### src/rtl/tuner_seq.sv
// tuner_seq: requests an FFT frame, finds the windowed peak bin, converts it to Hz and debounces the tuning verdict
module tuner_seq #(
    parameter int NUM_BINS    = 1024,
    parameter int BIN_LO      = 3,
    parameter int BIN_HI      = 511,
    parameter int MAG_W       = 32,
    parameter int SAMPLE_FREQ = 48000,
    parameter int SHIFT_BITS  = 10,
    parameter int STABLE_CNT  = 3
) (
    input  logic             clk,
    input  logic             reset,
    input  logic             enable,
    input  logic [5:0]       expected,
    output logic             fft_start,
    input  logic             mag_valid,
    input  logic             mag_sop,
    input  logic             mag_eop,
    input  logic [MAG_W-1:0] mag,
    output logic [10:0]      peak_index,
    output logic [31:0]      freq,
    output logic [5:0]       note,
    output logic [1:0]       pitch,
    output logic             result_valid,
    output logic             frame_err,
    output logic             busy
);
    typedef enum logic [2:0] {IDLE, REQ, WAIT_SOP, SCAN, CALC, CLASSIFY, PUBLISH} state_t;
    localparam int SW = $clog2(STABLE_CNT + 1);
    localparam logic [10:0] LO   = 11'(BIN_LO);
    localparam logic [10:0] HI   = 11'(BIN_HI);
    localparam logic [10:0] LAST = 11'(NUM_BINS - 1);
    localparam logic [SW-1:0] SAT = SW'(STABLE_CNT);

    state_t          r_state, w_next;
    logic [10:0]     r_bin, r_idx, w_bin_inc;
    logic [MAG_W-1:0] r_max, w_max0;
    logic [5:0]      r_exp, r_pexp, r_code, w_code;
    logic [31:0]     r_freq, w_lo, w_hi;
    logic [1:0]      r_v, r_pv, w_v;
    logic [SW-1:0]   r_stab, w_stab_n;
    logic            w_last, w_upd, w_ok, w_same;

    assign w_bin_inc = r_bin + 11'd1;
    assign w_last    = w_bin_inc == LAST;
    assign w_upd     = (w_bin_inc >= LO) && (w_bin_inc <= HI) && (mag > r_max);
    assign w_max0    = (BIN_LO == 0) ? mag : '0;
    assign w_same    = (r_stab != '0) && (r_v == r_pv) && (r_exp == r_pexp);
    assign w_stab_n  = !w_same ? SW'(1) : (r_stab == SAT) ? r_stab : r_stab + 1'b1;
    assign w_v       = !w_ok ? 2'b01 : (r_freq < w_lo) ? 2'b00 : (r_freq > w_hi) ? 2'b11 : 2'b10;

    // note thresholds for the latched string code; unknown codes are invalid
    always_comb begin
        w_lo   = '0;
        w_hi   = '0;
        w_ok   = 1'b1;
        w_code = r_exp;
        case (r_exp)
            6'd22:   begin w_lo = 32'd210; w_hi = 32'd230; end
            6'd25:   begin w_lo = 32'd240; w_hi = 32'd280; end
            6'd29:   begin w_lo = 32'd310; w_hi = 32'd360; end
            6'd32:   begin w_lo = 32'd380; w_hi = 32'd400; end
            default: begin w_ok = 1'b0; w_code = '0; end
        endcase
    end

    // next state and the one-cycle strobes
    always_comb begin
        w_next       = r_state;
        fft_start    = 1'b0;
        frame_err    = 1'b0;
        result_valid = 1'b0;
        busy         = r_state != IDLE;
        case (r_state)
            IDLE:     w_next = enable ? REQ : IDLE;
            REQ:      begin fft_start = 1'b1; w_next = WAIT_SOP; end
            WAIT_SOP: w_next = (mag_valid && mag_sop) ? SCAN : WAIT_SOP;
            SCAN: begin
                if (mag_valid) begin
                    if (mag_sop) frame_err = 1'b1;
                    else if (mag_eop && w_last) w_next = CALC;
                    else if (mag_eop || w_last) begin frame_err = 1'b1; w_next = REQ; end
                end
            end
            CALC:     w_next = CLASSIFY;
            CLASSIFY: w_next = PUBLISH;
            PUBLISH:  begin result_valid = 1'b1; w_next = enable ? REQ : IDLE; end
            default:  w_next = IDLE;
        endcase
    end

    // state register, peak scan, frequency/verdict pipeline and debounced outputs
    always_ff @(posedge clk or negedge reset) begin
        if (!reset) begin
            r_state    <= IDLE;
            r_bin      <= '0;
            r_idx      <= '0;
            r_max      <= '0;
            r_exp      <= '0;
            r_pexp     <= '0;
            r_code     <= '0;
            r_freq     <= '0;
            r_v        <= 2'b01;
            r_pv       <= 2'b01;
            r_stab     <= '0;
            peak_index <= '0;
            freq       <= '0;
            note       <= '0;
            pitch      <= 2'b01;
        end else begin
            r_state <= w_next;
            case (r_state)
                WAIT_SOP: begin
                    if (mag_valid && mag_sop) begin
                        r_exp <= expected;
                        r_bin <= '0;
                        r_max <= w_max0;
                        r_idx <= '0;
                    end
                end
                SCAN: begin
                    if (mag_valid && mag_sop) begin
                        r_bin <= '0;
                        r_max <= w_max0;
                        r_idx <= '0;
                    end else if (mag_valid) begin
                        r_bin <= w_bin_inc;
                        if (w_upd) begin
                            r_max <= mag;
                            r_idx <= w_bin_inc;
                        end
                    end
                end
                CALC:     r_freq <= (32'(SAMPLE_FREQ) * {21'd0, r_idx}) >> SHIFT_BITS;
                CLASSIFY: begin r_v <= w_v; r_code <= w_code; end
                PUBLISH: begin
                    peak_index <= r_idx;
                    freq       <= r_freq;
                    r_stab     <= w_stab_n;
                    r_pv       <= r_v;
                    r_pexp     <= r_exp;
                    if (w_stab_n == SAT) begin
                        note  <= r_code;
                        pitch <= r_v;
                    end
                end
                default: ;
            endcase
        end
    end
endmodule

### config.mk
export PLATFORM = sky130hd
export DESIGN_NAME = tuner_seq
export DESIGN_NICKNAME = d
export VERILOG_FILES = /design/src/rtl/tuner_seq.sv
export SDC_FILE = /design/constraint.sdc
export NUM_CORES = 1
export LEC_CHECK = 0
export ABC_AREA = 1
export CORE_MARGIN = 4
export CORE_UTILIZATION = 60
export CTS_BUF_LIST = sky130_fd_sc_hd__clkbuf_4 sky130_fd_sc_hd__clkbuf_8
export DETAILED_ROUTE_END_ITERATION = 6
export GPL_TIMING_DRIVEN = 0
export PLACE_DENSITY_LB_ADDON = 0.1
export SETUP_SLACK_MARGIN = 0.2
export SYNTH_ARGS = -nofsm -noshare
export SYNTH_HDL_FRONTEND = slang
export SYNTH_SLANG_ARGS = --single-unit
### constraint.sdc
create_clock -name clk -period 5.7 [get_ports clk]
set_clock_uncertainty 0.1 [all_clocks]
set_input_delay 1.71 -clock clk [delete_from_list [all_inputs] [get_ports clk]]
set_output_delay 1.71 -clock clk [all_outputs]
set_load 0.02 [all_outputs]
==> summary.md <==
| Metric | Value |
|---|---|
| Crit start category | `input pin` |
| Post-route DRC | `0` |
| Unrepaired setup endpoints after global routing | `false` |
| Grt ovf | `0` |
| Worst-case clock buffer depth | `2` |
| Via count | `8037` |
| # setup viols final | `0` |
| Syn Inst Count | `around 1200` |
| WS Path Type | `in -> out` |
| Fmax | `0.186 GHz` |
| Met2 wire len | `10700 um` |
| Slew Limit Fails | `0` |
| Crit path capture type | `output port` |
| Cts hold-fix bufs | `0` |
| Max FO, Critical Path | `9` |
| Worst R2R Start | `r_idx[6]` |
| Synth Area in Compound Gates | `7.62%` |
| Fin nets | `1539` |
| Synth unique cells | `47` |
| Fin util | `a little under three quarters` |
| Input/output buffers | `83` |
| N_diodes | `0` |
| Reg2reg path depth | `17` |
| Die area | `18800 um2` |
| Minimum clock period | `5380 ps` |
| Most frequent cells in the layout | `250 x nand2_1, 202 x inv_1, 131 x dfrtp_1` |
| Clk_lat worst skew | `450 ps` |
| Starting density of the core | `62.0%` |
| Cell Area, Synth | `between 9000 and 10000 um2` |
| Final hold slack | `373 ps` |
| Hold Path Depth | `2` |
| Status | `completed` |
| Peak VDD IR | `199 uV` |
| Worst path required time | `3890 ps` |
| Mux contribution to synthesized area | `0.225%` |
| Primary FF master, synth | `dfrtp_1` |
| Vias in the first global route | `7879` |
| Commonest non-fill, non-tap cell in the layout | `nand2_1` |
| Die X | `137 um` |
| Critical Path AT | `3570 ps` |
| Setup WS pre-CTS | `359 ps` |
| Slew @ Worst Pin | `597 ps` |
| Hold Path Class | `reg -> reg` |
| CTS Root Buffer Type | `clkbuf_8` |
| Synthesized area per cell | `8.12 um2` |
| Initial DRC count | `about 350` |
| Max capacitance violation total | `0` |
| Clock transition at the registers of the reported paths | `80 ps` |
| Layout area overhead | `15.6%` |
| DPL Wire Length | `17100 um` |
| Post-CTS setup buffer count | `0` |
| Core Rows | `46` |
| Final wirelength | `about 22000 um` |
| Core footprint | `16100 um2` |
| HP Start | `freq[8]` |
| CTS Sinks | `134` |
| XOR/XNOR share of the synthesized area | `1.40%` |
| Ys async rst share | `100%` |
| Drt pass-1 iters | `5` |
| Setup ws final | `~320 ps` |
| Largest net degree at the start of global routing | `93` |
| Share of layout cells above drive strength 1 | `12.3%` |
| Die Span Y | `137 um` |
| Wire length on met3 | `812 um` |
| CTS tree | `yes` |
| Synth Area in Adders | `21.6%` |
| Filler instances | `between 1000 and 1500` |
| R2r endpoint | `r_freq[16]` |
| Dpl cells | `1545` |
| Post-synthesis sequential area ratio | `33.6%` |
| Post-synthesis simple-gate area fraction | `24.4%` |
| Post-CTS resize count | `0` |
| Vias/cell | `5.10` |
| GRT Util Overall | `between 20% and 30%` |
| Static Leakage | `about 0.006 uW` |
| H-tree Lvls | `4` |
| Total power | `roughly 3500 uW` |
| Syn. warnings | `0` |
| Largest family of logic cells by synthesized area | `simple AND/OR/NAND/NOR gates` |
| IO Count | `a little under 100` |
| Antenna-violating nets left | `0` |
| Period utilization | `94.4%` |
| Relative slew slack | `60.2%` |
| Met1 wire length | `around 10000 um` |
| First-pass GRT wire length | `36700 um` |
| CTS buffer count | `17` |
| PwrDens | `~300 nW/um2` |
| Post-synth EDFFs | `0` |
| Reg2reg setup slack | `990 ps` |
| Placer Congestion | `0.942` |
| Top Metal Used | `met4` |
| Worst Hold End | `freq[8]` |
| Post-Layout Cell Count | `1577` |
| Initial antenna violation count | `0` |
| Endpoints failing hold | `0` |
| DR WL/cell | `13.8 um` |
| Synth Register Bits | `approximately 130` |
## area by class of cell
type | count | area (um2) | share of cell area [%]
multi-input cells | 853 | 5580 | 48.3
flip-flops and latches | 134 | 3360 | 29.0
repair buffers | 84 | 860 | 7.44
inverters | 208 | 781 | 6.76
plain buffers | 50 | 329 | 2.85
well taps | 216 | 270 | 2.34
clock buffers | 18 | 241 | 2.09
clock inverters | 14 | 139 | 1.20
## logic make-up after synthesis
group	after synthesis
AND/OR/NAND/NOR	532
other	1
flip-flops	134
multiplexers	2
XOR/XNOR	16
adder cells (fa/ha/maj)	147
AO/OA/AOI/OAI	141
buffers and inverters	258
## flip-flops by register name, summed over array words and instances, names as in the netlist, 11 cells and up
name / cells
r_max: 32
peak_index: 11
r_bin: 11
r_idx: 11
r_freq: 17
freq: 17
## synth_stat cells (4+ instances only)
library cell / number / area, um2
buf_12: 4 / 80.1
ha_1: 104 / 1300
clkbuf_1: 25 / 93.8
inv_1: 202 / 758
fa_1: 43 / 861
nor3_1: 8 / 40.0
buf_4: 19 / 143
nand4_1: 12 / 75.1
nor2_1: 92 / 345
dfrtp_1: 131 / 3280
nand2_2: 83 / 519
xor2_1: 8 / 70.1
nand3_1: 69 / 345
inv_2: 5 / 18.8
o22ai_1: 6 / 37.5
o21ai_1: 15 / 75.1
nand2_1: 250 / 938
a21oi_1: 38 / 190
xnor2_1: 8 / 70.1
o21ai_0: 65 / 325
## report_power, final
group | leakage (uW) | total [uW] | internal [uW] | switching (uW)
sequential | 0.00183 | 1250 | 1100 | 142
combinational | 0.00396 | 1460 | 570 | 893
clock | 0.000187 | 773 | 360 | 413
## routing by layer
metal / vias up / track usage (%)
li1: 4072 / -
met1: 3786 / 32.1
met2: 153 / 42.1
met3: 26 / 3.75
met4: 0 / 6.82
met5: - / 0
## metrics by stage
stage / instance area, um2 / TNS (ps)
finish: 11600 / 0
global route: 11600 / 0
CTS: 11600 / 0
detailed placement: 11200 / 0
global placement: 11100 / -339970
floorplan: 10000 / 0
## worst max-delay path, stage by stage
cell             delay [ps]
clkdlybuf4s50_1         540
nand2_1                 150
nor2_8                  210
nand2_1                 100
nor2_1                  210
clkdlybuf4s50_1         650
## how the worst max path moves through the flow
stage               slack [ps]          to  startpoint
finish                     320   frame_err   mag_valid
global route               240   frame_err    r_bin[0]
CTS                        350   frame_err   mag_valid
detailed placement         360   frame_err   mag_valid
global placement         -2590   r_max[13]       reset
floorplan                 1380  r_freq[16]    r_idx[6]
Note: power is estimated with default switching activity, not from simulation.
